==> config.mk <==
export PLATFORM = sky130hd
export DESIGN_NAME = tff_counter_flat
export DESIGN_NICKNAME = d
export VERILOG_FILES = /design/src/rtl/tff_counter_pkg.sv /design/src/rtl/tff_counter_if.sv /design/src/rtl/tff_counter_bit.sv /design/src/rtl/tff_counter.sv /design/src/flat_wrapper.sv
export SDC_FILE = /design/constraint.sdc
export NUM_CORES = 1
export LEC_CHECK = 0
export ABC_CLOCK_PERIOD_IN_PS = 1700
export CORE_MARGIN = 5
export CORE_UTILIZATION = 30
export CTS_CLUSTER_SIZE = 12
export DETAILED_ROUTE_END_ITERATION = 7
export PLACE_DENSITY = 0.62
export SYNTH_ARGS = -nofsm -noshare
export SYNTH_HDL_FRONTEND = slang
export SYNTH_SLANG_ARGS = --single-unit
==> constraint.sdc <==
create_clock -name clk -period 1.7 [get_ports clk]
set_input_delay 0.17 -clock clk [delete_from_list [all_inputs] [get_ports clk]]
set_output_delay 0.17 -clock clk [all_outputs]
set_load 0.01 [all_outputs]
==> src/rtl/tff_counter_pkg.sv <==
// Shared types for the tff_counter family: counting mode encoding.
package tff_counter_pkg;

   typedef enum logic [1:0] {
      MODE_HOLD   = 2'b00,
      MODE_UP     = 2'b01,
      MODE_DOWN   = 2'b10,
      MODE_TOGGLE = 2'b11
   } mode_e;

endpackage

==> src/rtl/tff_counter_if.sv <==
// Control/status bundle between a counter user (master) and the tff_counter (slave).
interface tff_counter_if #(
   parameter int WIDTH = 8
);
   logic             sclr;
   logic             en;
   logic [1:0]       mode;
   logic [WIDTH-1:0] t_in;
   logic             load;
   logic [WIDTH-1:0] load_val;
   logic [WIDTH-1:0] q;
   logic             tc;
   logic             wrap;
   logic             ovf;

   modport master (
      output sclr, en, mode, t_in, load, load_val,
      input  q, tc, wrap, ovf
   );

   modport slave (
      input  sclr, en, mode, t_in, load, load_val,
      output q, tc, wrap, ovf
   );
endinterface

==> src/rtl/tff_counter_bit.sv <==
// Single T flip-flop with async clear, plus synchronous clear and load.
module tff_bit (
   input  logic clk,
   input  logic clr,
   input  logic sclr,
   input  logic ld,
   input  logic d,
   input  logic t,
   output logic q
);

   always_ff @(posedge clk or posedge clr) begin
      if (clr)       q <= 1'b0;
      else if (sclr) q <= 1'b0;
      else if (ld)   q <= d;
      else           q <= q ^ t;
   end

endmodule

==> src/rtl/tff_counter.sv <==
// Parametrised T-flip-flop counter bank: hold / up / down / raw toggle with optional
// modulus, sync clear/load, terminal count, wrap pulse and sticky overflow.
module tff_counter
   import tff_counter_pkg::*;
#(
   parameter int WIDTH   = 8,
   parameter int MODULUS = 0
) (
   input logic           clk,
   input logic           clr,
   tff_counter_if.slave  bus
);

   if (WIDTH < 1 || MODULUS < 0 || MODULUS == 1 ||
       longint'(MODULUS) > (longint'(1) << WIDTH)) begin : g_param_err
      $error("tff_counter: illegal WIDTH=%0d / MODULUS=%0d", WIDTH, MODULUS);
   end

   localparam logic [WIDTH-1:0] MAXV = (MODULUS == 0) ? {WIDTH{1'b1}}
                                                      : WIDTH'(MODULUS - 1);

   mode_e            m;
   logic [WIDTH-1:0] q;
   logic [WIDTH-1:0] nq;
   logic [WIDTH-1:0] r;
   logic [WIDTH-1:0] t_vec;
   logic [WIDTH-1:0] ld_val;
   logic             ld_clamp;
   logic             nwrap;
   logic             novr;
   logic             wrap_r;
   logic             ovf_r;

   assign m        = mode_e'(bus.mode);
   assign ld_clamp = (bus.load_val > MAXV);
   assign ld_val   = ld_clamp ? MAXV : bus.load_val;
   assign r        = q ^ bus.t_in;

   always_comb begin
      nq    = q;
      nwrap = 1'b0;
      novr  = 1'b0;
      if (bus.en) begin
         case (m)
            MODE_UP: begin
               if (q == MAXV) begin
                  nq    = '0;
                  nwrap = 1'b1;
               end else begin
                  nq = q + 1'b1;
               end
            end
            MODE_DOWN: begin
               if (q == '0) begin
                  nq    = MAXV;
                  nwrap = 1'b1;
               end else begin
                  nq = q - 1'b1;
               end
            end
            MODE_TOGGLE: begin
               // Only a truncated modulus can leave the legal range via raw toggles.
               if (MODULUS != 0 && r > MAXV) begin
                  nq    = '0;
                  nwrap = 1'b1;
                  novr  = 1'b1;
               end else begin
                  nq = r;
               end
            end
            default: ;
         endcase
      end
   end

   // Each cell toggles exactly where the chosen next state differs from the present one.
   assign t_vec = q ^ nq;

   for (genvar i = 0; i < WIDTH; i++) begin : g_bit
      tff_bit u_bit (
         .clk  (clk),
         .clr  (clr),
         .sclr (bus.sclr),
         .ld   (bus.load),
         .d    (ld_val[i]),
         .t    (t_vec[i]),
         .q    (q[i])
      );
   end

   always_ff @(posedge clk or posedge clr) begin
      if (clr) begin
         wrap_r <= 1'b0;
         ovf_r  <= 1'b0;
      end else if (bus.sclr) begin
         wrap_r <= 1'b0;
         ovf_r  <= 1'b0;
      end else if (bus.load) begin
         wrap_r <= 1'b0;
         ovf_r  <= ovf_r | ld_clamp;
      end else begin
         wrap_r <= nwrap;
         ovf_r  <= ovf_r | novr;
      end
   end

   assign bus.q    = q;
   assign bus.wrap = wrap_r;
   assign bus.ovf  = ovf_r;
   assign bus.tc   = bus.en & (((m == MODE_UP)   && (q == MAXV)) ||
                               ((m == MODE_DOWN) && (q == '0)));

endmodule

==> src/flat_wrapper.sv <==
// flat-port wrapper written by rule: the top's interface ports become plain ports
module tff_counter_flat import tff_counter_pkg::*;
#(
   parameter int WIDTH   = 8,
   parameter int MODULUS = 0
)
  (clk, clr, bus_sclr, bus_en, bus_mode, bus_t_in, bus_load, bus_load_val, bus_q, bus_tc, bus_wrap, bus_ovf);
  tff_counter_if #(.WIDTH(WIDTH)) bus_i ();
  input logic clk;
  input logic clr;
  input wire logic [$bits(bus_i.sclr)-1:0] bus_sclr;
  input wire logic [$bits(bus_i.en)-1:0] bus_en;
  input wire logic [$bits(bus_i.mode)-1:0] bus_mode;
  input wire logic [$bits(bus_i.t_in)-1:0] bus_t_in;
  input wire logic [$bits(bus_i.load)-1:0] bus_load;
  input wire logic [$bits(bus_i.load_val)-1:0] bus_load_val;
  output wire logic [$bits(bus_i.q)-1:0] bus_q;
  output wire logic [$bits(bus_i.tc)-1:0] bus_tc;
  output wire logic [$bits(bus_i.wrap)-1:0] bus_wrap;
  output wire logic [$bits(bus_i.ovf)-1:0] bus_ovf;
  assign bus_i.sclr = bus_sclr;
  assign bus_i.en = bus_en;
  assign bus_i.mode = bus_mode;
  assign bus_i.t_in = bus_t_in;
  assign bus_i.load = bus_load;
  assign bus_i.load_val = bus_load_val;
  assign bus_q = bus_i.q;
  assign bus_tc = bus_i.tc;
  assign bus_wrap = bus_i.wrap;
  assign bus_ovf = bus_i.ovf;
  tff_counter #(.WIDTH(WIDTH), .MODULUS(MODULUS)) u_core (.clk(clk), .clr(clr), .bus(bus_i));
endmodule
# Word level (Yosys, flattened, before mapping)
# Cells that the tools add are included.
# Widths: inputs -> output; s select.
[word_totals]
in_bits = 23
mem_bits_ro = 0
memories = 0
regBits = 10
elab_cells = 63
output_inout_bits = 11
latch_bits = 0
ramBits = 0
[op_classes]
n_div = 0
n_lt_le_gt_ge = 1
multipliers = 0
n_shift = 0
eq_ne = 4
mux = 29
n_addsub = 2
bitwise_logic = 12
n_reduce_logical = 5
[ops]
columns = ["cell", "count"]
rows = [
  ["$mux 8", 4],
  ["$pmux 8 s3", 1],
  ["$mux 1", 23],
  ["$xor 8x8->8", 2],
  ["$add 8x1->8 const B", 1],
  ["$eq 8x8->1 const B", 1],
  ["$gt 8x8->1 const B", 1],
  ["$logic_not 8->1", 1],
  ["$sub 8x1->8 const B", 1],
  ["$xor 1x1->1", 8],
  ["$eq 2x2->1 const B", 2],
  ["$eq 2x1->1 const B", 1],
  ["$logic_and 1x1->1", 2],
  ["$pmux 1 s2", 1],
  ["$reduce_bool 2->1", 1],
  ["$and 1x1->1", 1],
  ["$logic_or 1x1->1", 1],
  ["$or 1x1->1", 1],
]

# Logic depth before layout (Yosys ltp)
# Gate-level depths: netlist (run 1).
[depth]
ltp_word = 8
mapped_depth = 7
mapped_depth_nobuf = 6

# Cells and area by module
# A second synthesis (run 1) with hierarchy kept.
[unflattened]
cells_unflattened = 151
area_unflattened_um2 = 1208.7
[by_module_without_submodules]
columns = ["mod", "n_inst", "seq_area_each_um2", "cells_each", "area_each_um2"]
rows = [
  ["tff_counter", 1, 50.0, 103, 728.2],
  ["tff_bit", 8, 25.0, 6, 60.1],
]

# Worst setup path after synthesis (run 1)
# Ideal clock, no wire load.
[synth_path]
path_kind = "register -> register"
startpoint = "reg u_core.g_bit[1].u_bit.q"
endpoint = "reg u_core.g_bit[7].u_bit.q"
n_path_buf = 0
required_ns = 1.589
stages_incl_launch_ff = 7
arrival_time_ns = 1.811
path_slack_ns = -0.222
setup_time_ns = 0.111
cell_sequence = "dfrtp_1 inv_1 ha_1 or4b_4 a2111oi_4 nor3_2 a2111oi_2"
[synth_between]
elab_chain_cells = 8
[synth_lines]
columns = ["item", "line_no", "text"]
rows = [
  ["start: declaration", "tff_counter_bit.sv:9", "output logic q"],
  ["start signal: assignment", "tff_counter_bit.sv:16", "else q <= q ^ t;"],
  ["$sub 8x1->8 (tied with other cells)", "tff_counter.sv:58", "nq = q - 1'b1;"],
  ["$mux 8, on equally long branches", "tff_counter.sv:54, tff_counter.sv:46", ""],
  ["$pmux 8 s3 (*)", "tff_counter.sv:44", "case (m)"],
  ["$mux 8 (*)", "tff_counter.sv:43", "if (bus.en) begin"],
  ["$xor 8x8->8 (*)", "tff_counter.sv:77", "assign t_vec = q ^ nq;"],
  ["$xor 1x1->1 (*)", "tff_counter_bit.sv:16", ""],
  ["$mux 1 (*)", "tff_counter_bit.sv:15", "else if (ld) q <= d;"],
  ["$mux 1 (*)", "tff_counter_bit.sv:14", "else if (sclr) q <= 1'b0;"],
  ["end signal: assignment", "tff_counter_bit.sv:16", ""],
  ["end: declaration", "tff_counter_bit.sv:9", ""],
]
# Mark *: on every way between the ends. The rest lies on a longest branch, timed or not.
# A chain may end at the register's enable or synchronous reset.

# Worst setup path after layout (run 1)
# Ends and elaborated chain as after synthesis.

==> impl_metrics.tcl, run 1 <==
set metrics [dict create \
    outcome "finished, violations left" \
    violations "negative setup slack" \
    synthFlopType "dfrtp_1" \
    initial_utilization_pct 31.3 \
    vias_per_cell 5.27 \
    fin_nets 233 \
    min_period_over_period_pct 116 \
    clock_latency_ns 0.24 \
    final_hold_viol_count 0 \
    final_area_um2 1910 \
    place_hpwl_um 3050 \
    ir_drop_uv 331 \
    cts_tree "yes" \
    tightest_slew_ns 0.460 \
    syn2layout_area_growth_pct 65.3 \
    dieWidth_um 72.0 \
    worst_slack_ns -0.279 \
    synth-edff-count 0 \
    fin_cells 250 \
    firstDrtPassIters 5 \
    leakage_uw 0.000814 \
    synth-async-reset-ratio_pct 100 \
    relSlewSlack_pct 69.3 \
    placed_cell_area_um2 1730 \
    pre_cts_slack_ns -0.365 \
    drt_iter0_drc 59 \
    yosysWarnings 0 \
    finalSetupViolations 5 \
    p_comb_share_pct 47.1 \
    rr_endpoint "u_core.g_bit[7].u_bit.q$_DFF_PP0_" \
    rsz0062_at_grt "yes" \
    p_seq_share_pct 24.7 \
    yosys.area.top_type "dfrtp_1" \
    p_sw_uw 351 \
    power.density_nw_per_um2 565 \
    required_ns 1.83 \
    placedCellCount 245 \
    critPathKind "reg2reg" \
    postCtsHoldBufs 0 \
    antenna_found_initial 0 \
    grt_pass1_vias 1365 \
    synth.most_common_cell "inv_1" \
    globalRouteOverflowTotal 0 \
    mappedNetlistArea_um2 1150 \
    crit_fanout 2 \
    syn_nets 173 \
    clockPowerShare_pct 28.2 \
    start_kind "flop" \
    numClockSinks 10 \
    synth_cells 143 \
    synthTopCellsByArea "dfrtp_1 (22%), ha_1 (7.6%), a21oi_1 (5.6%), o21ai_0 (5.2%), buf_4 (5.2%)" \
    slew_violations 0 \
    grt_pass1_wl_um 6290 \
    synth_top_area_share_pct 21.7 \
    grt_start_max_net_pins 13 \
    reg2reg_depth 7 \
    drive_gt1_share_pct 35.6 \
    clock_path_buffers 2 \
    rows 22 \
    rr_startpoint "u_core.g_bit[1].u_bit.q$_DFF_PP0_" \
    crit_arrival_ns 2.11 \
    finalWirelength_um 3890 \
    core_area_um2 3690 \
    synthTopCellsByCount "inv_1 (14), a21oi_1 (13), o21ai_0 (12), dfrtp_1 (10), buf_4 (8)" \
    p_int_uw 727 \
    ys_seq_area_share_pct 21.7 \
    yosysUniqueCellTypes 39 \
    holdCritPathClass "in2async" \
    synth_area_per_cell_um2 8.07 \
    h-tree-depth 1 \
    via_count 1318 \
    fillers 364 \
    cts-root-buf "clkbuf_8" \
    regToRegSetupSlack_ns -0.28 \
    p_total_uw 1080 \
    num_antenna_cells 0 \
    endpoint_kind "flop" \
    max_freq_mhz 505 \
    fin_skew_ns 0.00284 \
    clk_pin_slew_ns 0.05 \
    drv_cap 0 \
    finalCriticalPeriod_ns 1.98 \
    ant_nets 0 \
    drc_errors 0 \
    swShare_pct 32.6 \
    gp_congestion 0.919 \
    wl_per_cell_um 15.5 \
    die_y_um 72.0 \
    grt.total_usage_pct 15.2 \
    cts_buffers 3 \
    num_io_pins 34 \
    synth_seq_cells 10 \
    die_area_um2 5190 \
    portBuffers 33 \
]
-- final cells by class --
| cell class | count | area, um^2 | area share (%) |
|---|---|---|---|
| tap | 48 | 60.1 | 3.15 |
| sequential | 10 | 253 | 13.3 |
| inverter | 14 | 56.3 | 2.95 |
| timing repair buffer | 72 | 642 | 33.7 |
| clock buffer | 4 | 55.1 | 2.89 |
| multi-input combinational | 102 | 841 | 44.1 |
-- power groups by stage --
stage                     clock [uW]  sequential [uW]  combinational (uW)
after floorplan                    0              277                 239
after global placement             0              268                 451
after detailed placement           0              269                 455
after CTS                        308              265                 478
after global routing             319              268                 547
final                            304              266                 507
-- cell usage in the layout, fill, tap and decap left out, types with 3 or more instances in the layout --
cell	netlist	layout
xor2_1	6	6
nand2_1	4	4
nor2_1	3	3
nor2b_1	5	4
buf_6	0	5
a21oi_1	13	9
clkbuf_8	0	4
nor3_1	3	3
dfrtp_1	10	8
clkdlybuf4s50_1	0	30
o21ai_0	12	9
a21oi_2	0	4
nand4_1	4	4
o211ai_1	3	3
ha_1	7	3
o31ai_1	6	6
inv_1	14	11
buf_4	8	34
xnor2_1	5	5
nand3_1	4	3
-- cells by family (layout without fill, tap and decap cells) --
| family | after synthesis | after routing | share of synthesized area [%] |
|---|---|---|---|
| compound gates | 50 | 50 | 30.2 |
| xor+xnor | 11 | 11 | 8.35 |
| fa+ha+maj | 7 | 7 | 7.59 |
| buf+inv | 31 | 90 | 13.4 |
| flops | 10 | 10 | 21.7 |
| simple gates | 34 | 34 | 18.8 |
-- timing repair --
action | in CTS | in global routing
setup endpoints to repair | 8 | 9
cloned | 0 | 0
resized for setup | 13 | 20
setup buffers | 1 | 1
pin swaps | 2 | 10
endpoints found under the hold margin | 0 | 0
-- worst max-delay path, stage by stage (launching register included) --
cell,delay (ns)
dfrtp_2,0.40
inv_2,0.08
ha_4,0.12
or4b_4,0.48
buf_6,0.14
a2111oi_4,0.29
nor3_2,0.08
a2111oi_2,0.28
-- metrics by stage --
step                hold slack (ns)  util (%)  TNS (ns)
finish                        0.240      51.7     -1.18
detailed placement            0.491      46.9     -2.26
floorplan                    0.0100         -    -0.219
global placement              0.480      46.9     -2.10
CTS                           0.239      49.6     -1.09
global route                  0.268      51.7     -1.69
-- state kept, by name, indices dropped and copies added, names as in the netlist --
name / count
u_core.bus.ovf: 1
u_core.bus.wrap: 1
u_core.g_bit.u_bit.q: 8
-- worst max-delay path by stage --
stage	start	end	slack (ns)	cells past startpoint
floorplan	u_core.g_bit[1].u_bit.q$_DFF_PP0_	u_core.g_bit[7].u_bit.q$_DFF_PP0_	-0.19	6
global placement	u_core.g_bit[1].u_bit.q$_DFF_PP0_	bus_tc	-0.36	7
detailed placement	u_core.g_bit[1].u_bit.q$_DFF_PP0_	bus_tc	-0.36	7
CTS	u_core.g_bit[1].u_bit.q$_DFF_PP0_	u_core.g_bit[7].u_bit.q$_DFF_PP0_	-0.29	7
global route	u_core.g_bit[0].u_bit.q$_DFF_PP0_	u_core.g_bit[7].u_bit.q$_DFF_PP0_	-0.41	7
finish	u_core.g_bit[1].u_bit.q$_DFF_PP0_	u_core.g_bit[7].u_bit.q$_DFF_PP0_	-0.28	7
-- layer usage --
layer	vias to the layer above	routed length, um	GRT usage [%]
met3	10	132	1.80
li1	629	-	-
met4	0	55	5.22
met5	-	0	0
met2	49	1990	27.0
met1	630	1710	18.9
Power figures use the tool's default switching activity.
==> run 2: changes to the inputs <==
--- a/config.mk
+++ b/config.mk
@@ -5,12 +5,13 @@
 export SDC_FILE = /design/constraint.sdc
 export NUM_CORES = 1
 export LEC_CHECK = 0
-export ABC_CLOCK_PERIOD_IN_PS = 1700
 export CORE_MARGIN = 5
 export CORE_UTILIZATION = 30
+export CTS_CLUSTER_DIAMETER = 100
 export CTS_CLUSTER_SIZE = 12
 export DETAILED_ROUTE_END_ITERATION = 7
-export PLACE_DENSITY = 0.62
+export PLACE_DENSITY = 0.61
 export SYNTH_ARGS = -nofsm -noshare
 export SYNTH_HDL_FRONTEND = slang
+export SYNTH_HIERARCHICAL = 1
 export SYNTH_SLANG_ARGS = --single-unit
==> run 2 against run 1 <==
The run still ends with negative setup slack left. Combinational power is 15% higher. Die area increased by 4.1%. Utilization rose by 1.0 points. Register-to-register slack lost 0.14 ns. Highest routed layer unchanged. Synthesized cell count up 5.6%. Global-route usage is 1.6 points higher. Largest power group unchanged.
==> impl_metrics.tcl, run 2 <==
set metrics [dict create \
    initial_utilization_pct 30.7 \
    synth_area_per_cell_um2 8.00 \
    wl_per_cell_um 16.5 \
    portBuffers 33 \
    crit_arrival_ns 2.23 \
    tightest_slew_ns 0.496 \
    yosysWarnings 6 \
    die_area_um2 5400 \
    gp_congestion 0.898 \
    firstDrtPassIters 4 \
    grt_pass1_wl_um 7160 \
    top_register "u_core/g_bit.u_bit/q" \
    synth-async-reset-ratio_pct 100 \
    clock_path_buffers 2 \
    mappedNetlistArea_um2 1210 \
    antenna_found_initial 0 \
    layout_commonest_cell "buf_4" \
    grt.total_usage_pct 16.8 \
    postCtsHoldBufs 0 \
    clk_pin_slew_ns 0.05 \
    num_antenna_cells 0 \
    num_io_pins 34 \
    start_kind "flop" \
    ant_nets 0 \
    grt_start_max_net_pins 18 \
    leakage_uw 0.000891 \
    place_hpwl_um 3310 \
    synth-edff-count 0 \
    drt_iter0_drc 151 \
    slew_violations 0 \
    synth.most_common_cell "inv_1" \
    finalSetupViolations 8 \
    numClockSinks 10 \
    pre_cts_slack_ns -0.632 \
    regToRegSetupSlack_ns -0.42 \
    outcome "finished, violations left" \
    finalWirelength_um 4520 \
    critPathKind "reg2reg" \
    core_area_um2 3940 \
    cts_tree "yes" \
    finalCriticalPeriod_ns 2.12 \
    fin_cells 274 \
    drive_gt1_share_pct 38.4 \
    synth_seq_cells 10 \
    max_freq_mhz 473 \
    tns_ns -2.72 \
    final_core_util_pct 52.7 \
    placedCellCount 263 \
    final_cell_mix "buf_4 (40), clkdlybuf4s50_1 (30), inv_1 (22)" \
    holdCritPathClass "in2async" \
    power.density_nw_per_um2 554 \
    cts_buffers 3 \
    drc_errors 0 \
    cts-root-buf "clkbuf_8" \
    synthTopCellsByArea "dfrtp_1 (21%), a211oi_2 (8.3%), inv_1 (7.5%), ha_1 (7.2%), xnor2_1 (6.5%)" \
    worst_slack_ns -0.415 \
    endpoint_kind "flop" \
    drv_cap 0 \
    h-tree-depth 1 \
    ir_drop_uv 375 \
    syn_nets 181 \
    die_y_um 73.5 \
    ys_seq_area_share_pct 20.7 \
    relSlewSlack_pct 66.9 \
    min_period_over_period_pct 124 \
    yosys.area.top_type "dfrtp_1" \
    grt_pass1_vias 1506 \
    synthFlopType "dfrtp_1" \
    largest_register_ff_count 8 \
    dieWidth_um 73.5 \
    reg2reg_depth 6 \
    required_ns 1.81 \
    clock_latency_ns 0.24 \
    vias_per_cell 5.37 \
    final_hold_viol_count 0 \
    syn2layout_area_growth_pct 72.0 \
    fin_nets 255 \
    rows 23 \
    crit_fanout 4 \
    synthTopCellsByCount "inv_1 (24), nor2b_1 (11), dfrtp_1 (10), xnor2_1 (9)" \
    synth_cells 151 \
    fin_skew_ns 0.00261 \
    yosysUniqueCellTypes 38 \
    globalRouteOverflowTotal 0 \
    synth_top_area_share_pct 20.7 \
    violations "negative setup slack" \
    rsz0062_at_grt "yes" \
    p_total_uw 1150 \
    via_count 1472 \
]
[run 2: cell types whose count changed in the layout (fill, tap and decap cells not counted), sizes merged, moves of 3 or more]
cell,delta
inv,+11
o21ai,-7
a21oi,-10
nor2,+4
xor2,-6
a211oi,+14
o211ai,-3
nand2b,+3
xnor2,+4
nor2b,+6
buf,+4
[run 2: where the power goes]
group / total [uW] / internal, uW / switching (uW)
clock: 296 / 204 / 92.6
sequential: 274 / 256 / 18.2
combinational: 581 / 300 / 281
[run 2: metal layers]
layer	vias to the layer above	part of all wire, %	track usage (%)	wire length (um)
li1	690	-	-	-
met3	17	7.4	3.01	336
met4	0	2.5	6.64	112
met2	89	50	29.7	2260
met5	-	0	0	0
met1	676	40	19.9	1810
[run 2: final timing paths]
kind,from,end
max,u_core/g_bit[5].u_bit/q$_DFF_PP0_,u_core/g_bit[4].u_bit/q$_DFF_PP0_
min,clr,u_core/g_bit[7].u_bit/q$_DFF_PP0_
max reg2reg,u_core/g_bit[5].u_bit/q$_DFF_PP0_,u_core/g_bit[4].u_bit/q$_DFF_PP0_
min reg2reg,u_core/bus.ovf$_DFFE_PP0P_,u_core/bus.ovf$_DFFE_PP0P_
max in group asynchronous,clr,u_core/bus.wrap$_DFF_PP0_
min in group clk,u_core/bus.ovf$_DFFE_PP0P_,u_core/bus.ovf$_DFFE_PP0P_
[run 2: final cells by class]
| cell class | instances | area (um^2) |
|---|---|---|
| Timing Repair Buffer | 76 | 653 |
| Inverter | 24 | 90.1 |
| Clock buffer | 4 | 55.1 |
| Tap cell | 50 | 62.6 |
| Sequential cell | 10 | 253 |
| Fill cell | 361 | 1860 |
| Multi-Input combinational cell | 110 | 966 |
[run 2: critical path, stage by stage (launching register included)]
cell and delay [ns]:
dfrtp_1 0.38, or4_4 0.57, buf_6 0.15, o32a_1 0.33, a221oi_2 0.27, xnor2_1 0.19, a211oi_2 0.10
[run 2: logic make-up (layout without fill, tap and decap cells)]
logic type      count (synthesis)  in the layout  synth area share [%]
flops                          10             10                  20.7
buf+inv                        31            104                  10.5
xor+xnor                        9              9                  6.52
fa+ha+maj                       7              7                  7.25
compound gates                 47             47                  32.5
simple gates                   45             45                  20.9
mux                             2              2                  1.66
[run 2: what timing repair did]
| action | in CTS | in global routing |
|---|---|---|
| setup endpoints to repair | 9 | 10 |
| gates cloned | 0 | 0 |
| pin swaps | 19 | 20 |
| resized for setup | 20 | 12 |
| buffers inserted | 5 | 3 |
[run 2: metrics by stage]
step | instance area, um^2 | hold slack (ns)
finish | 2080 | 0.289
global route | 2080 | 0.313
CTS | 2020 | 0.293
detailed placement | 1860 | 0.489
global placement | 1860 | 0.484
floorplan | 1230 | -0.101
==> run 3: changes to the inputs <==
--- a/config.mk
+++ b/config.mk
@@ -5,12 +5,13 @@
 export SDC_FILE = /design/constraint.sdc
 export NUM_CORES = 1
 export LEC_CHECK = 0
+export CAP_MARGIN = 20
 export CORE_MARGIN = 5
 export CORE_UTILIZATION = 30
 export CTS_CLUSTER_DIAMETER = 100
 export CTS_CLUSTER_SIZE = 12
 export DETAILED_ROUTE_END_ITERATION = 7
-export PLACE_DENSITY = 0.61
+export PLACE_DENSITY = 0.66
 export SYNTH_ARGS = -nofsm -noshare
 export SYNTH_HDL_FRONTEND = slang
 export SYNTH_HIERARCHICAL = 1
==> run 3 against run 2 <==
The flow still finishes with violations (negative setup slack). Sequential share of layout area grew 0.39 points. Critical path depth is the same. Via count shrank 5.8%. Worst hold slack gained 0.031 ns.
==> impl_metrics.tcl, run 3 (synthesized netlist as in run 2, its figures left out) <==
set metrics [dict create \
    outcome "finished, violations left" \
    violations "negative setup slack" \
    finalWirelength_um 3890 \
    tightest_slew_ns 0.480 \
    gp_congestion 0.951 \
    dieWidth_um 73.5 \
    die_y_um 73.5 \
    antenna_found_initial 0 \
    path_cells "or4_4, buf_6, o32a_1, a221oi_2, xnor2_1, a211oi_2" \
    whs_ns 0.320 \
    drt_iter0_drc 117 \
    crit_fanout 4 \
    final_cell_mix "buf_4 (34), clkdlybuf4s50_1 (30), inv_1 (22)" \
    drv_cap 0 \
    finalCriticalPeriod_ns 2.05 \
    relSlewSlack_pct 67.9 \
    numClockSinks 10 \
    grt.total_usage_pct 14.6 \
    largest_register_ff_count 8 \
    min_period_over_period_pct 121 \
    final_core_util_pct 51.3 \
    drc_errors 0 \
    ir_drop_uv 553 \
    path_buf_inv 1 \
    grt_pass1_wl_um 6300 \
    initial_utilization_pct 30.7 \
    start_kind "flop" \
    rr_startpoint "u_core/g_bit[5].u_bit/q$_DFF_PP0_" \
    required_ns 1.84 \
    rr_endpoint "u_core/g_bit[4].u_bit/q$_DFF_PP0_" \
    rsz0062_at_grt "yes" \
    portBuffers 33 \
    grt_start_max_net_pins 18 \
    power.density_nw_per_um2 527 \
    core_area_um2 3940 \
    cts_buffers 3 \
    worst_slack_ns -0.355 \
    crit_arrival_ns 2.20 \
    clock_latency_ns 0.23 \
    final_hold_viol_count 0 \
    crit_slowest_cell "or4_4" \
    regToRegSetupSlack_ns -0.35 \
    globalRouteOverflowTotal 0 \
    num_io_pins 34 \
    p_total_uw 1070 \
    h-tree-depth 1 \
    fin_skew_ns 0.000882 \
    critPathKind "reg2reg" \
    fillers 378 \
    via_count 1386 \
    top_register "u_core/g_bit.u_bit/q" \
    vias_per_cell 5.15 \
    postCtsHoldBufs 0 \
    firstDrtPassIters 4 \
    drive_gt1_share_pct 34.2 \
    clk_pin_slew_ns 0.05 \
    endpoint_kind "flop" \
    clock_path_buffers 2 \
    holdCritPathClass "in2async" \
    finalSetupViolations 8 \
    rows 23 \
    slew_violations 0 \
    leakage_uw 0.000856 \
    max_freq_mhz 487 \
    place_hpwl_um 3070 \
    cp_top_family "compound AO/OA/AOI/OAI gates" \
    layout_commonest_cell "buf_4" \
    syn2layout_area_growth_pct 67.5 \
    cts_tree "yes" \
    fin_nets 250 \
    num_antenna_cells 0 \
    die_area_um2 5400 \
    crit_path_max_incr_delay_ns 0.57 \
    reg2reg_depth 6 \
    grt_pass1_vias 1371 \
    ant_nets 0 \
    cts-root-buf "clkbuf_8" \
    wl_per_cell_um 14.5 \
    placedCellCount 262 \
    fin_cells 269 \
]
==> run 3: per-stage QoR <==
stage                     TNS [ns]  worst slack, ns  area (um^2)
after floorplan              -1.65           -0.301         1230
after global placement       -4.22           -0.551         1850
after detailed placement     -4.16           -0.537         1850
after CTS                    -2.27           -0.369         1980
after global routing         -2.76           -0.416         2020
final                        -2.01           -0.355         2020
==> run 3: final cells by class <==
| class | instances | area (um^2) | area share [%] |
|---|---|---|---|
| inverter | 24 | 90.1 | 4.45 |
| timing repair buffer | 71 | 623 | 30.8 |
| tap | 50 | 62.6 | 3.09 |
| sequential | 10 | 254 | 12.5 |
| clock buffer | 4 | 45.0 | 2.22 |
| multi-input combinational | 110 | 950 | 46.9 |
==> run 3: how the worst max path moves through the flow <==
stage	end	cells past startpoint	start
5_1_grt	u_core/g_bit[4].u_bit/q$_DFF_PP0_	6	u_core/g_bit[5].u_bit/q$_DFF_PP0_
3_3_place_gp	u_core/g_bit[6].u_bit/q$_DFF_PP0_	10	bus_mode[1]
3_5_place_dp	bus_tc	7	bus_mode[0]
6_report	u_core/g_bit[4].u_bit/q$_DFF_PP0_	6	u_core/g_bit[5].u_bit/q$_DFF_PP0_
2_1_floorplan	u_core/g_bit[4].u_bit/q$_DFF_PP0_	6	u_core/g_bit[3].u_bit/q$_DFF_PP0_
4_1_cts	u_core/g_bit[4].u_bit/q$_DFF_PP0_	6	u_core/g_bit[5].u_bit/q$_DFF_PP0_
==> run 3: repair_timing <==
item | CTS | global route
resized for setup | 19 | 7
setup buffers | 3 | 0
pin swaps | 13 | 7
setup endpoints to repair | 9 | 10
==> run 3: report_power, final <==
part	switching, uW	internal (uW)	total [uW]
registers	17.8	257	275
logic	256	292	548
clock network	80.5	163	244
==> run 3: routing by layer <==
metal | part of all wire [%] | vias up | global-route usage, %
met5 | 0 | - | 0
met4 | 2.4 | 0 | 6.04
met3 | 6.0 | 8 | 0.958
met2 | 48 | 59 | 24.9
met1 | 44 | 635 | 18.9
li1 | - | 684 | -
==> run 3: worst register-to-register path: cells and delay by family (launching register included) <==
kind | cells | cell delay [ns]
DFF | 1 | 0.38
AOI/OAI and AO/OA | 3 | 0.76
buffers and inverters | 1 | 0.14
and+or+nand+nor | 1 | 0.57
xor gates and xnor gates | 1 | 0.13
